==> src/rtl/mem_port_arbiter_pkg.sv <==
// Shared definitions for the memory-port arbiter: the default bus width,
// the FSM state and owner encodings, and a counter-width helper.
package mem_port_arbiter_pkg;

    // The core's shared bus width. Address and data both default to it.
    localparam int DATA_WIDTH = 32;

    // A fetch always reads a whole instruction word.
    localparam logic [3:0] FETCH_BE = 4'hF;

    // Arbiter sequencing: choose a winner, present it, await the response.
    typedef enum logic [1:0] {
        ST_IDLE = 2'd0,
        ST_REQ  = 2'd1,
        ST_WAIT = 2'd2
    } arb_state_t;

    // Requester that owns the transaction currently in flight.
    typedef enum logic [1:0] {
        OWN_NONE  = 2'd0,
        OWN_FETCH = 2'd1,
        OWN_DATA  = 2'd2
    } owner_t;

    // Bits needed to hold the values 0..max_val. Never less than one bit,
    // so degenerate settings (0 or negative) still give a legal vector.
    function automatic int cnt_width(input int max_val);
        if (max_val <= 1) begin
            return 1;
        end
        return $clog2(max_val + 1);
    endfunction

endpackage

==> src/rtl/mem_port_arbiter_prio.sv <==
// Winner select for the shared memory port, with the fetch starvation
// counter. Data normally wins, because a stalled load/store holds up the
// pipeline. Fetch is forced through once it has lost MAX_STARVE
// arbitrations in a row.
module mem_arb_prio
    import mem_port_arbiter_pkg::*;
#(
    parameter int MAX_STARVE = 4,
    parameter int STARVE_W   = cnt_width(MAX_STARVE)
) (
    input  logic                clk,
    input  logic                reset,
    input  logic                i_arb_en,
    input  logic                i_if_req,
    input  logic                i_d_req,
    output logic                o_if_win,
    output logic                o_d_win,
    output logic [STARVE_W-1:0] o_starve_cnt
);

    localparam logic [STARVE_W-1:0] STARVE_MAX = STARVE_W'(MAX_STARVE);

    logic [STARVE_W-1:0] r_starve_cnt;
    logic                w_force_fetch;

    // Combinational winner select. A win is only reported while arbitration is enabled.
    always_comb begin
        w_force_fetch = i_if_req && (r_starve_cnt == STARVE_MAX);
        o_d_win       = i_arb_en && i_d_req && !w_force_fetch;
        o_if_win      = i_arb_en && i_if_req && !o_d_win;
    end

    // Count fetch losses. The count saturates, and any fetch win clears it.
    always_ff @(posedge clk) begin
        if (reset) begin
            r_starve_cnt <= '0;
        end else if (o_if_win) begin
            r_starve_cnt <= '0;
        end else if (o_d_win && i_if_req && (r_starve_cnt != STARVE_MAX)) begin
            r_starve_cnt <= r_starve_cnt + STARVE_W'(1);
        end
    end

    assign o_starve_cnt = r_starve_cnt;

endmodule

==> src/rtl/mem_port_arbiter.sv <==
// Shares the single memory port between instruction fetch and load/store.
// Only one transaction is in flight at a time. The response goes back to
// the requester that owns the transaction. A fetch killed by a branch is
// consumed silently, and a memory that never answers is reported on err.
//
// Handshake rules:
//   - if_req/d_req are held with stable fields until the matching gnt.
//   - gnt is a one-cycle acceptance, given only while the FSM is IDLE.
//   - mem_req stays high with stable mem_* fields until mem_ready.
//   - mem_rvalid is a one-cycle response and counts only after mem_ready.
//     It may arrive in the same cycle as mem_ready.
//   - if_rvalid/d_rvalid are one-cycle pulses. The matching rdata equals
//     mem_rdata during the pulse and holds that value afterwards.
module mem_port_arbiter
    import mem_port_arbiter_pkg::*;
#(
    parameter int ADDR_W     = DATA_WIDTH,
    parameter int DATA_W     = DATA_WIDTH,
    parameter int MAX_STARVE = 4,
    parameter int TIMEOUT    = 255
) (
    input  logic                               clk,
    input  logic                               reset,
    // fetch requester
    input  logic                               if_req,
    input  logic [ADDR_W-1:0]                  if_addr,
    input  logic                               if_kill,
    output logic                               if_gnt,
    output logic                               if_rvalid,
    output logic [DATA_W-1:0]                  if_rdata,
    // load/store requester
    input  logic                               d_req,
    input  logic                               d_we,
    input  logic [ADDR_W-1:0]                  d_addr,
    input  logic [DATA_W-1:0]                  d_wdata,
    input  logic [3:0]                         d_be,
    output logic                               d_gnt,
    output logic                               d_rvalid,
    output logic [DATA_W-1:0]                  d_rdata,
    // memory side
    output logic                               mem_req,
    output logic                               mem_we,
    output logic [ADDR_W-1:0]                  mem_addr,
    output logic [DATA_W-1:0]                  mem_wdata,
    output logic [3:0]                         mem_be,
    input  logic                               mem_ready,
    input  logic                               mem_rvalid,
    input  logic [DATA_W-1:0]                  mem_rdata,
    output logic                               err,
    // observation of internal state
    output logic [1:0]                         dbg_state,
    output logic [cnt_width(MAX_STARVE)-1:0]   dbg_starve
);

    localparam int STARVE_W = cnt_width(MAX_STARVE);
    // tmo_cnt only needs to reach TIMEOUT-1 before the transaction is aborted.
    localparam int TMO_W = cnt_width(TIMEOUT - 1);
    localparam logic [TMO_W-1:0] TMO_LAST = TMO_W'((TIMEOUT > 0) ? TIMEOUT - 1 : 0);
    localparam bit TMO_EN = (TIMEOUT > 0);

    arb_state_t          r_state;
    arb_state_t          w_state_nxt;
    owner_t              r_owner;
    logic                r_kill;
    logic [TMO_W-1:0]    r_tmo_cnt;

    logic                r_mem_we;
    logic [ADDR_W-1:0]   r_mem_addr;
    logic [DATA_W-1:0]   r_mem_wdata;
    logic [3:0]          r_mem_be;
    logic [DATA_W-1:0]   r_if_rdata;
    logic [DATA_W-1:0]   r_d_rdata;

    logic                w_arb_en;
    logic                w_if_win;
    logic                w_d_win;
    logic [STARVE_W-1:0] w_starve_cnt;
    logic                w_mem_req;
    logic                w_complete;
    logic                w_timeout;
    logic                w_kill_now;
    logic                w_if_rvalid;
    logic                w_d_rvalid;

    // Arbitrate only in IDLE. It is suppressed while reset is high, so
    // nothing can be granted during reset.
    assign w_arb_en = (r_state == ST_IDLE) && !reset;

    mem_arb_prio #(
        .MAX_STARVE (MAX_STARVE),
        .STARVE_W   (STARVE_W)
    ) u_prio (
        .clk          (clk),
        .reset        (reset),
        .i_arb_en     (w_arb_en),
        .i_if_req     (if_req),
        .i_d_req      (d_req),
        .o_if_win     (w_if_win),
        .o_d_win      (w_d_win),
        .o_starve_cnt (w_starve_cnt)
    );

    // FSM next state, and detection of the completion and timeout events.
    always_comb begin
        w_state_nxt = r_state;
        w_mem_req   = 1'b0;
        w_complete  = 1'b0;
        w_timeout   = 1'b0;
        case (r_state)
            ST_IDLE: begin
                if (w_if_win || w_d_win) begin
                    w_state_nxt = ST_REQ;
                end
            end
            ST_REQ: begin
                w_mem_req = 1'b1;
                if (mem_ready) begin
                    if (mem_rvalid) begin
                        w_complete  = 1'b1;
                        w_state_nxt = ST_IDLE;
                    end else begin
                        w_state_nxt = ST_WAIT;
                    end
                end
            end
            ST_WAIT: begin
                if (mem_rvalid) begin
                    w_complete  = 1'b1;
                    w_state_nxt = ST_IDLE;
                end else if (TMO_EN && (r_tmo_cnt == TMO_LAST)) begin
                    w_timeout   = 1'b1;
                    w_state_nxt = ST_IDLE;
                end
            end
            default: begin
                w_state_nxt = ST_IDLE;
            end
        endcase
    end

    // Route the response to its owner. A kill seen in the completing cycle
    // suppresses the response just as an earlier, latched kill does.
    always_comb begin
        w_kill_now  = r_kill || (if_kill && (r_owner == OWN_FETCH));
        w_if_rvalid = w_complete && !reset && (r_owner == OWN_FETCH) && !w_kill_now;
        w_d_rvalid  = w_complete && !reset && (r_owner == OWN_DATA);
    end

    // State register.
    always_ff @(posedge clk) begin
        if (reset) begin
            r_state <= ST_IDLE;
        end else begin
            r_state <= w_state_nxt;
        end
    end

    // Capture the winning request into the memory-side registers and record its owner.
    always_ff @(posedge clk) begin
        if (reset) begin
            r_owner     <= OWN_NONE;
            r_mem_we    <= 1'b0;
            r_mem_addr  <= '0;
            r_mem_wdata <= '0;
            r_mem_be    <= '0;
        end else if (w_d_win) begin
            r_owner     <= OWN_DATA;
            r_mem_we    <= d_we;
            r_mem_addr  <= d_addr;
            r_mem_wdata <= d_wdata;
            r_mem_be    <= d_be;
        end else if (w_if_win) begin
            r_owner     <= OWN_FETCH;
            r_mem_we    <= 1'b0;
            r_mem_addr  <= if_addr;
            r_mem_wdata <= '0;
            r_mem_be    <= FETCH_BE;
        end else if ((r_state != ST_IDLE) && (w_state_nxt == ST_IDLE)) begin
            r_owner     <= OWN_NONE;
        end
    end

    // Sticky kill for the fetch in flight. It is dropped when the FSM returns to IDLE.
    always_ff @(posedge clk) begin
        if (reset) begin
            r_kill <= 1'b0;
        end else if (w_state_nxt == ST_IDLE) begin
            r_kill <= 1'b0;
        end else if ((r_state != ST_IDLE) && (r_owner == OWN_FETCH) && if_kill) begin
            r_kill <= 1'b1;
        end
    end

    // Response timeout counter. It restarts at acceptance and runs through WAIT.
    always_ff @(posedge clk) begin
        if (reset) begin
            r_tmo_cnt <= '0;
        end else if ((r_state == ST_REQ) && mem_ready) begin
            r_tmo_cnt <= '0;
        end else if (r_state == ST_WAIT) begin
            r_tmo_cnt <= r_tmo_cnt + TMO_W'(1);
        end
    end

    // Keep the last delivered word for each requester.
    always_ff @(posedge clk) begin
        if (reset) begin
            r_if_rdata <= '0;
            r_d_rdata  <= '0;
        end else begin
            if (w_if_rvalid) begin
                r_if_rdata <= mem_rdata;
            end
            if (w_d_rvalid) begin
                r_d_rdata <= mem_rdata;
            end
        end
    end

    assign if_gnt     = w_if_win;
    assign d_gnt      = w_d_win;
    assign if_rvalid  = w_if_rvalid;
    assign d_rvalid   = w_d_rvalid;
    assign if_rdata   = w_if_rvalid ? mem_rdata : r_if_rdata;
    assign d_rdata    = w_d_rvalid ? mem_rdata : r_d_rdata;
    assign mem_req    = w_mem_req;
    assign mem_we     = r_mem_we;
    assign mem_addr   = r_mem_addr;
    assign mem_wdata  = r_mem_wdata;
    assign mem_be     = r_mem_be;
    assign err        = w_timeout && !reset;
    assign dbg_state  = r_state;
    assign dbg_starve = w_starve_cnt;

endmodule

==> config.mk <==
export PLATFORM = sky130hd
export DESIGN_NAME = mem_port_arbiter
export DESIGN_NICKNAME = d
export VERILOG_FILES = /design/src/rtl/mem_port_arbiter_pkg.sv /design/src/rtl/mem_port_arbiter_prio.sv /design/src/rtl/mem_port_arbiter.sv
export SDC_FILE = /design/constraint.sdc
export NUM_CORES = 1
export LEC_CHECK = 0
export BUFFER_PORTS_ARGS = -buffer_cell sky130_fd_sc_hd__buf_2
export CORE_MARGIN = 5
export CORE_UTILIZATION = 35
export DETAILED_ROUTE_END_ITERATION = 12
export PLACE_DENSITY = 0.71
export RECOVER_POWER = 50
export REMOVE_ABC_BUFFERS = 1
export SLEW_MARGIN = 20
export SYNTH_ARGS = -nofsm -noshare
export SYNTH_HDL_FRONTEND = slang
export SYNTH_HIERARCHICAL = 1
export SYNTH_SLANG_ARGS = --single-unit
==> constraint.sdc <==
create_clock -name clk -period 2.8 [get_ports clk]
set_input_delay 0.42 -clock clk [delete_from_list [all_inputs] [get_ports clk]]
set_output_delay 0.42 -clock clk [all_outputs]
set_load 0.02 [all_outputs]
* Yosys cells after proc, flatten, opt, wreduce, memory -nomap -nowiden
Cells that the tools add are included.
** Word-level totals
- Output and inout port bits :: 144
- Input bits :: 140
- Flip-flop bits (word level) :: 149
- Word-level logic and storage cells :: 81
** Operators by class
- $add $sub $neg :: 2
- Multiplexer cells :: 26
- Reductions and logical operators :: 34
- Eq/ne operators :: 7
** Operators by type and width (number)
- 2-to-1 mux 32 bit :: 6
- logical AND 1 bit :: 18
- 2-to-1 mux 2 bit :: 8
- adder 8 x 1 -> 8 bit (second input constant) :: 1
- equality test 8 bit (second input constant) :: 1
- 2-to-1 mux 1 bit :: 8
- 2-to-1 mux 4 bit :: 2
- OR reduction 2 bit :: 4
- one-hot mux 2 bit (3 select lines) :: 1
- nonzero test 2 bit :: 3
- equality test 2 x 1 -> 1 bit (second input constant) :: 2
- equality test 2 bit (second input constant) :: 2
- logical NOT 1 bit :: 4
- logical NOT 2 bit :: 2
- adder 3 x 1 -> 3 bit (second input constant) :: 1
- equality test 3 bit (second input constant) :: 1
- inequality test 3 bit (second input constant) :: 1
- nonzero test 3 bit :: 1
- logical OR 1 bit :: 2
- one-hot mux 1 bit (2 select lines) :: 1

* Longest topological paths before layout
Gate-level depths: netlist of the first run.
- Word-level depth :: 14
- Gate-level depth with buffers :: 11
- Mapped depth without buffers :: 9

* Modules after synthesis
The synthesis of the first run kept the hierarchy.
** Modules (own cells, without submodules)
- mem_port_arbiter :: area an instance 6082.1 µm², instances 1, seq. area each 2922.8 µm², cells an instance 613
- mem_arb_prio :: area an instance 181.4 µm², instances 1, seq. area each 60.1 µm², cells an instance 24

* Worst setup path after synthesis of the first run
No wires, ideal clock.
- Kind :: register to register
- Start :: register r_state[0] (netlist: dbg_state[0])
- End :: register r_mem_addr[24] (netlist: mem_addr[24])
- Library setup time :: 128 ps
- Arrival time :: 2613 ps
- Data required time :: 2672 ps
- Period minus slack after synthesis :: 2740 ps
- Slack :: 60 ps
- Cell stages (with the launch flop) :: 12
- Path buffers :: 2
- Path through :: dfxtp_1 inv_1 ha_1 nor2b_1 nand2_2 a21oi_1 buf_2 buf_1 mux2i_1 nor2_1 a21oi_1 nor2_1
** Between the ends
- Longest elaborated chain between the ends :: 7
- Elaborated cells between the ends (all ways) :: 9
- Classes of those cells :: 1 x mux; 8 x reduce/logical
** Ends and longest elaborated chain
- start: declaration :: RTL line mem_port_arbiter.sv:61 : arb_state_t r_state;
- start signal: assignment :: RTL line mem_port_arbiter.sv:154 : r_state <= w_state_nxt;
- logical NOT 2 bit * :: RTL line mem_port_arbiter.sv:87 : assign w_arb_en = (r_state == ST_IDLE) && !reset;
- logical AND 1 bit * :: RTL line mem_port_arbiter.sv:87
- net w_arb_en :: RTL line mem_port_arbiter.sv:74 : logic w_arb_en;
- logical AND 1 bit (2 in a row) :: RTL line mem_port_arbiter_prio.sv:29 : o_d_win = i_arb_en && i_d_req && !w_force_fetch;
- logical NOT 1 bit :: RTL line mem_port_arbiter_prio.sv:30 : o_if_win = i_arb_en && i_if_req && !o_d_win;
- logical AND 1 bit * :: RTL line mem_port_arbiter_prio.sv:30
- net if_gnt :: RTL line mem_port_arbiter.sv:28 : output logic if_gnt,
- nonzero test 2 bit (no line) *
- end signal: assignment :: RTL line mem_port_arbiter.sv:169 : r_mem_addr <= d_addr;
- end signal: assignment :: RTL line mem_port_arbiter.sv:175 : r_mem_addr <= if_addr;
- end: declaration :: RTL line mem_port_arbiter.sv:68 : logic [ADDR_W-1:0] r_mem_addr;
The timed path passes the listed nets; every way through them passes the cells marked *.
A chain may end at the register's enable or synchronous reset.

* Worst setup path after layout of the first run
- Start :: register r_state[0] (netlist: dbg_state[0])
- End :: output if_rdata[14]
** Between the ends
- Longest elaborated chain between the ends :: 6
- Elaborated cells between the ends (all ways) :: 7
- Classes of those cells :: 2 x eq/ne; 2 x mux; 3 x reduce/logical
** Ends and longest elaborated chain
- equality test 2 bit or equality test 2 x 1 -> 1 bit (tied branches) :: RTL line mem_port_arbiter.sv:109 : case (r_state)
- one-hot mux 1 bit (2 select lines) * :: RTL line mem_port_arbiter.sv:109
- logical AND 1 bit * (3 in a row) :: RTL line mem_port_arbiter.sv:145 : w_if_rvalid = w_complete && !reset && (r_owner == OWN_FETCH) && !w_kill_now;
- 2-to-1 mux 32 bit * :: RTL line mem_port_arbiter.sv:224 : assign if_rdata = w_if_rvalid ? mem_rdata : r_if_rdata;
- end: declaration :: RTL line mem_port_arbiter.sv:30 : output logic [DATA_W-1:0] if_rdata,
Mark *: on every way between the ends. The rest lies on a longest branch, timed or not.

==> results.yml, run 1 <==
clock_tree:
  worst_skew_pair.late_latency_ns: 0.42
  cts_tree: "yes"
  clock-sinks: 149
  clk_path_buf_depth: 2
  clock-root-buffer: "clkbuf_16"
  numCtsBuffers: 17
  clkTransAtPathRegs_ns: 0.07
  htreeDepth: 4
critical_path:
  crit_arrival_ns: 2.39
  cpMaxStageDelayCell: "dfxtp_4"
  worstSetupEndpointType: "output pin"
  r2r_setup_slack_ns: 0.50
  crit_chain: "inv_4 -> ha_4 -> nand3b_1 -> buf_4 -> nor3_4 -> buf_12 -> clkbuf_16 -> mux2_4 -> buf_6"
  r2r_cells: 9
  cp_max_fo: 8
  slowest_delay_ns: 0.36
  criticalPathCategory: "flop to output pin"
  required_ns: 2.38
  crit_path_start_kind: "flop"
logic_synthesis:
  yosys.area_share.simple_pct: 19.92
  synthArstFlopShare_pct: 0
  avgSynthCellArea_um2: 9.833
  yosysMostFrequentCell: "dfxtp_1"
  yosysWarnings: 6
  synth_top_family_by_area: "simple AND/OR/NAND/NOR gates"
  synth.cell_area_um2: 6264
  synth.area.top_cells: "dfxtp_1 (48%), mux2_4 (7.0%), nor2_1 (6.9%), mux2_2 (5.8%), a21oi_1 (5.1%)"
  seq_area_frac_synth_pct: 47.62
  synth_compound_area_share_pct: 8.110
  synth.distinct_cells: 44
  synth.top_cell.area_share_pct: 47.62
  ys_ff_latch: 149
  synth_common_cells: "dfxtp_1 (149), nor2_1 (115), a21oi_1 (64), nor2b_1 (37)"
  synth-adder-area-share_pct: 1.598
  synth_area_leader_cell: "dfxtp_1"
  synthMuxAreaShare_pct: 18.36
  ys.flop_type: "dfxtp_1"
  netlist_instances: 637
  synth_edf_count: 0
  synthXorXnorAreaFrac_pct: 0.8390
place:
  hpwl_mm: 12.50
  dp.cells: 1119
  place.gp.congestion: 0.7869
  io_buffer_count: 283
  placed_area_um2: 7939
global_routing:
  grt_max_degree: 84
  first_global_vias: 5473
  antenna_found_initial: 1
  overflow: 0
  grt_pass1_wl_mm: 27.77
  track_usage_pct: 16.95
job:
  drv_cap: 1
die:
  ios: 284
  die_h_um: 143.8
  initial_core_util_pct: 35.23
  die_x_um: 143.8
  core_area_um2: 17780
  die_area_um2: 20670
  placementRows: 49
run_status:
  status: "finished with violations"
  violations: "max-capacitance violations, max-slew violations, negative setup slack"
sta:
  slew_headroom_pct: -4.016
  skew_ns: 0.008921
  timing.final.crit_share_pct: 100.3
  timing.final.hold_violations: 0
  drv_slew: 84
  holdWs_ns: 0.2315
  finalSetupViolations: 6
  rsz0062_at_grt: "yes"
  max_freq_mhz: 356.1
  fin_crit_ns: 2.808
  worst_slew_pin_slew_ns: 1.560
  fin_ws_ns: -0.008082
layout:
  nets: 1080
  stdcell_area_um2: 9422
  drive_above_1_share_pct: 45.13
  fillers: 1556
  area_delta_synth_final_pct: 50.42
  diodes: 0
  final_cells: 1173
routing:
  antenna_left: 0
  remaining_drc_errors: 0
  wire_per_inst_um: 16.59
  drtPass1Iterations: 4
  via_count: 5567
  vias_per_cell: 4.746
  first_iter_violations: 179
  wl_mm: 19.46
hold_path:
  hold_depth: 3
  hold_class: "primary input to flop"
power:
  pwr_density_cell_nw_per_um2: 568.9
  power_mw: 5.360
  ir_drop_v: 0.0003827
  leakage_nw: 4.503
[worst max-delay path, delay by kind of cell, from the launching register on]
family / cells / cell delay [ns]
mux: 1 / 0.32
flops: 1 / 0.36
buf+inv: 5 / 0.70
simple gates: 2 / 0.33
fa+ha+maj: 1 / 0.25
[per-stage QoR]
stage,util [%],TNS [ns],worst slack [ns]
4_1_cts,49.96,-0.01615,-0.007996
3_3_place_gp,44.65,0,0.3497
3_5_place_dp,44.65,0,0.3251
6_report,52.99,-0.02521,-0.008082
2_1_floorplan,-,-340.67,-4.692
5_1_grt,52.99,-1.955,-0.07876
[kinds of logic after synthesis]
kind of cell / count (synthesis)
XOR/XNOR: 6
AND/OR/NAND/NOR: 238
flip-flops: 149
buffers and inverters: 49
AO/OA/AOI/OAI: 91
multiplexers: 96
adder cells (fa/ha/maj): 8
[final timing paths]
path	start	to
worst max-delay path	dbg_state[0]	if_rdata[14]
worst min-delay path	d_wdata[15]	mem_wdata[15]
worst max register to register	dbg_state[0]	mem_wdata[18]
worst min register to register	u_prio/o_starve_cnt[0]	u_prio/o_starve_cnt[0]
[registers in the layout, indices dropped and copies added (netlist names)]
| signal | cells |
|---|---|
| dbg_state | 2 |
| mem_addr | 32 |
| mem_be | 4 |
| mem_wdata | 32 |
| mem_we | 1 |
| r_d_rdata | 32 |
| r_if_rdata | 32 |
| r_kill | 1 |
| r_owner | 2 |
| r_tmo_cnt | 8 |
| u_prio/o_starve_cnt | 3 |
[cell type report]
type,count,area (um2),share of cell area [%]
multi-input cells,439,3248,34.48
flip-flops and latches,149,2989,31.73
repair buffers,318,2242,23.80
clock buffers,18,429.2,4.555
well taps,229,286.5,3.041
clock inverters,13,195.2,2.072
inverters,7,31.28,0.3320
[metal layers]
| layer | routed length (um) | track usage, % | up-vias |
|---|---|---|---|
| met5 | 7 | 0 | - |
| met4 | 272 | 4.460 | 2 |
| met3 | 1600 | 6.656 | 20 |
| met2 | 9697 | 29.46 | 211 |
| met1 | 7886 | 19.48 | 2579 |
| li1 | - | - | 2755 |
[cell usage in the layout, fill, tap and decap left out, types with 3 or more instances in the layout]
master / n
a21oi_1: 62
a22oi_1: 10
and2b_1: 29
and3_1: 23
buf_12: 4
buf_16: 4
buf_2: 218
buf_4: 33
buf_6: 54
bufinv_16: 4
clkbuf_16: 21
dfxtp_1: 146
ha_1: 6
inv_1: 5
inv_6: 4
mux2_4: 64
mux2i_1: 32
nand2_1: 9
nand3_1: 3
nand4_1: 5
nor2_1: 115
nor2b_1: 37
nor3_1: 4
o21ai_0: 5
o22ai_1: 3
xor2_1: 4
[what timing repair did]
| item | 4_1_cts | 5_1_grt |
|---|---|---|
| setup endpoints to repair | 64 | 64 |
| cloned | 4 | 4 |
| pin swaps | 4 | 4 |
| hold buffers | 0 | 0 |
| gates resized for setup | 54 | 123 |
| setup buffers | 7 | 9 |
| endpoints found under the hold margin | 0 | 0 |
[power by group]
part / internal (mW) / leakage (nW) / switching, mW / total [mW]
clock network: 1.51 / 0.300 / 0.942 / 2.45
logic: 0.277 / 2.99 / 0.397 / 0.674
registers: 2.20 / 1.21 / 0.0416 / 2.24
Note: power is estimated with default switching activity, not from simulation.
==> inputs of run 2 (changes only) <==
==> constraint.sdc (replaced) <==
create_clock -name clk -period 2.8 [get_ports clk]
set_input_delay 0.28 -clock clk [delete_from_list [all_inputs] [get_ports clk]]
set_output_delay 0.28 -clock clk [all_outputs]
set_load 0.02 [all_outputs]
==> run 2 against run 1 <==
  * The run now ends clean
  * Sequential cell count unchanged
  * Count of clock-buffer cells in the layout unchanged
  * Final area down 8.5%
  * Clock power down 6%
  * Die area unchanged
  * Sequential power about the same
==> results.yml, run 2 (synthesis gave the netlist of run 1 again) <==
global_routing:
  antenna_found_initial: 1
  grt_max_degree: 105
  first_global_vias: 5323
  grt_pass1_wl_mm: 26.68
  track_usage_pct: 16.33
  overflow: 0
die:
  die_h_um: 143.8
  die_x_um: 143.8
  core_area_um2: 17780
  placementRows: 49
  initial_core_util_pct: 35.23
  die_area_um2: 20670
  ios: 284
layout:
  area_delta_synth_final_pct: 37.63
  final_cell_mix: "buf_2 (273), dfxtp_1 (147), nor2_1 (115)"
  drive_above_1_share_pct: 43.09
  mostFrequentLayoutCell: "buf_2"
  multiInputGateArea_um2: 3094
  diodes: 0
  seq_area_um2: 2985
  fillers: 1672
  nets: 1061
place:
  place.gp.congestion: 0.7867
  dp_slack_ns: 0.2693
  hpwl_mm: 12.52
  io_buffer_count: 283
clock_tree:
  clk_path_buf_depth: 2
  clock-sinks: 149
  clock-root-buffer: "clkbuf_16"
  htreeDepth: 4
  worst_skew_pair.late_latency_ns: 0.42
  clkTransAtPathRegs_ns: 0.07
  numCtsBuffers: 17
  cts_tree: "yes"
  cts_hold_buf: 0
critical_path:
  required_ns: 2.52
  cp_max_fo: 8
  cpMaxStageDelayCell: "dfxtp_2"
  slowest_delay_ns: 0.36
  worst_r2r_startpoint: "dbg_state[1]"
  crit_path_start_kind: "flop"
  worstSetupEndpointType: "output pin"
  r2r_cells: 10
  crit_arrival_ns: 2.43
  r2r_setup_slack_ns: 0.31
  crit_chain: "inv_2 -> ha_1 -> nand3b_1 -> nor4b_4 -> buf_6 -> clkbuf_16 -> mux2_2 -> buf_4"
  r2r-end: "mem_wdata[14]"
  criticalPathCategory: "flop to output pin"
power:
  leakage_nw: 4.287
  pwr_density_cell_nw_per_um2: 601.3
  power_mw: 5.184
  ir_drop_v: 0.0004466
run_status:
  status: "complete, no violations"
hold_path:
  hp-start: "reset"
  hold_end: "u_prio/o_starve_cnt[2]"
  hold_depth: 2
  hold_class: "primary input to flop"
sta:
  slew_headroom_pct: 41.34
  drv_slew: 0
  timing.final.hold_violations: 0
  fin_ws_ns: 0.08594
  finalSetupViolations: 0
  worst_slew_pin_slew_ns: 0.8766
  fin_crit_ns: 2.714
  timing.final.crit_share_pct: 96.93
  holdWs_ns: 0.08115
  skew_ns: 0.008453
  max_freq_mhz: 368.5
  rsz0062_at_grt: "yes"
routing:
  drtPass1Iterations: 4
  first_iter_violations: 205
  antenna_left: 0
  vias_per_cell: 4.709
  via_count: 5439
  remaining_drc_errors: 0
  wl_mm: 18.02
  wire_per_inst_um: 15.60
job:
  drv_cap: 0
[run 2: power by group]
part	internal (mW)	total, mW	switching, mW
Combinational	0.255	0.641	0.385
Sequential	2.20	2.24	0.0420
Clock	1.30	2.31	1.01
[run 2: how the worst max path moves through the flow]
| stage | slack, ns | depth (start not counted) | to | from |
|---|---|---|---|---|
| 3_5_place_dp | 0.27 | 10 | mem_wdata[14] | dbg_state[0] |
| 5_1_grt | -0.02 | 8 | d_rdata[8] | dbg_state[0] |
| 6_report | 0.09 | 8 | d_rdata[4] | dbg_state[0] |
| 3_3_place_gp | 0.38 | 10 | mem_wdata[14] | dbg_state[0] |
| 2_1_floorplan | -4.69 | 7 | mem_wdata[10] | u_prio/o_starve_cnt[0] |
| 4_1_cts | 0.006 | 7 | d_rdata[9] | dbg_state[1] |
[run 2: per-stage QoR]
stage	instances	TNS, ns	instance area, um2	util, %
2_1_floorplan	595	-331.30	6067	-
3_3_place_gp	1117	0	7911	44.50
3_5_place_dp	1117	0	7911	44.50
4_1_cts	1149	0	8507	47.85
5_1_grt	1155	-0.1856	8621	48.49
6_report	1155	0	8621	48.49
[run 2: routing by layer]
layer	global-route usage, %	vias to the layer above	part of all wire, %
met1	19.13	2479	41
met5	0	-	0.094
met4	5.550	2	2.2
met2	26.85	214	47
li1	-	2721	-
met3	7.088	23	9.7
[run 2: layout make-up]
type | instances | area share [%]
Clock buffer | 18 | 5.094
Clock inverter | 14 | 1.800
Inverter | 7 | 0.3048
Multi-Input combinational cell | 439 | 35.89
Sequential cell | 149 | 34.63
Tap cell | 229 | 3.324
Timing Repair Buffer | 299 | 18.96
[run 2: critical path: cells and delay by family, from the launching register on]
kind                     cells  cell delay [ns]
buffers and inverters        4             0.59
AND/OR/NAND/NOR              2             0.45
flip-flops                   1             0.36
multiplexers                 1             0.35
adder cells (fa/ha/maj)      1             0.28
[run 2: what timing repair did]
action                     CTS  global route
gates resized for setup      1            15
pin swaps                    0             2
gates cloned                 0             3
setup endpoints to repair    8            39
setup buffers                0             3
==> inputs of run 3 (changes only) <==
Settings changed: CORE_ASPECT_RATIO set to 1.25.
Clock period 2.8 ns to 3.2 ns, I/O delays scaled along.
==> run 3 against run 2 <==
  * Utilization fell by 1.3 points
  * Die area barely moved
  * Sequential power fell by 12%
  * Critical endpoint unchanged
  * Sequential cell count did not move
  * Combinational power fell by 17%
  * Final area fell by 4.3%
  * Critical path depth fell by 1
  * Largest cell class is now flip-flops and latches
  * Clock power fell by 16%
==> results.yml, run 3 (synthesis gave the netlist of run 1 again) <==
layout:
  area_delta_synth_final_pct: 31.78
  nets: 1054
  final_cell_mix: "buf_2 (206), dfxtp_1 (149), nor2_1 (115)"
  drive_above_1_share_pct: 30.58
  diodes: 0
  mostFrequentLayoutCell: "buf_2"
  stdcell_area_um2: 8254
die:
  die_x_um: 129.7
  initial_core_util_pct: 35.79
  die_h_um: 159.6
  die_area_um2: 20690
  core_area_um2: 17500
  ios: 284
  placementRows: 54
clock_tree:
  cts_resized: 0
  htreeDepth: 4
  cts_tree: "yes"
  clkTransAtPathRegs_ns: 0.07
  clock-sinks: 149
  clock-root-buffer: "clkbuf_16"
  worst_skew_pair.late_latency_ns: 0.42
  post_cts_buffers: 0
  cts_hold_buf: 0
  numCtsBuffers: 17
  clk_path_buf_depth: 2
global_routing:
  busiest_layer: "met2"
  grt_max_degree: 76
  grt_use_met1_pct: 18.21
  met3_usage_pct: 5.772
  first_global_vias: 5382
  grtUsageMet2_pct: 28.32
  track_usage_pct: 16.20
  grt_pass1_wl_mm: 27.11
  overflow: 0
  antenna_found_initial: 2
sta:
  fin_crit_ns: 2.893
  fin_tns_setup_ns: 0
  fin_ws_ns: 0.3068
  skew_ns: 0.01083
  timing.final.crit_share_pct: 90.41
  timing.final.hold_violations: 0
  finalSetupViolations: 0
  slew_headroom_pct: 51.12
  holdWs_ns: 0.1326
  drv_slew: 0
  rsz0062_at_grt: "no"
  max_freq_mhz: 345.6
  worst_slew_pin_slew_ns: 0.7324
job:
  drv_cap: 0
critical_path:
  crit_chain: "inv_1 -> ha_1 -> a21oi_1 -> nor4b_4 -> buf_12 -> mux2_2 -> buf_2"
  cpMaxStageDelayCell: "ha_1"
  cp_top_family: "buffers and inverters"
  crit_path_start_kind: "flop"
  criticalPathCategory: "flop to output pin"
  cp_num_buf_inv: 3
  slowest_delay_ns: 0.38
  crit_arrival_ns: 2.57
  worstSetupEndpointType: "output pin"
  cp_max_fo: 33
  required_ns: 2.88
power:
  pwr_density_cell_nw_per_um2: 535.6
  power_mw: 4.421
  leakage_nw: 3.922
  ir_drop_v: 0.0002948
place:
  placed_area_um2: 7885
  io_buffer_count: 283
  place.gp.congestion: 0.7808
  hpwl_mm: 12.49
  dp_slack_ns: 0.5966
routing:
  via_count: 5411
  drtPass1Iterations: 5
  wl_mm: 17.19
  vias_per_cell: 4.734
  antenna_left: 0
  remaining_drc_errors: 0
  first_iter_violations: 188
  wire_per_inst_um: 15.03
hold_path:
  hold_class: "primary input to flop"
run_status:
  status: "complete, no violations"
[run 3: cell types whose count changed in the layout (fill, tap and decap cells not counted), moves of 4 or more]
cell and change:
mux2_1 +31, buf_2 -67, mux2_4 -30, inv_8 -4
clkbuf_1 +75, buf_4 -9
[run 3: final timing paths]
kind              depth (start not counted)       endpoint    startpoint  slack (ns)
setup / recovery                          7     d_rdata[4]  dbg_state[0]        0.31
hold / removal                            3  mem_wdata[26]   d_wdata[26]        0.13
setup reg to reg                         10     r_owner[1]  dbg_state[0]        0.53
hold reg to reg                           2         r_kill        r_kill        0.50
[run 3: worst min-delay path: stages]
cell and delay, ns:
buf_2 0.07, a21oi_1 0.06, nor2_1 0.06
[run 3: metal layers]
layer	up-vias	share of wire, %
met5	-	0.16
met4	4	1.7
met3	22	8.2
met2	184	50
met1	2484	39
li1	2717	-
[run 3: cell type report]
type	count	area, um2
clock buffers	18	429.2
clock inverters	14	142.6
fillers	1761	9245
inverters	7	26.28
multi-input cells	439	2977
flip-flops and latches	149	2983
well taps	224	280.3
repair buffers	292	1416
[run 3: report_power, final]
part	internal, mW	switching [mW]
logic	0.198	0.332
clock network	1.09	0.838
registers	1.92	0.0393
[run 3: metrics by stage]
step | util, % | instances
floorplan | - | 595
global placement | 45.06 | 1111
detailed placement | 45.06 | 1111
finish | 47.17 | 1143
CTS | 48.33 | 1143
global route | 47.17 | 1143
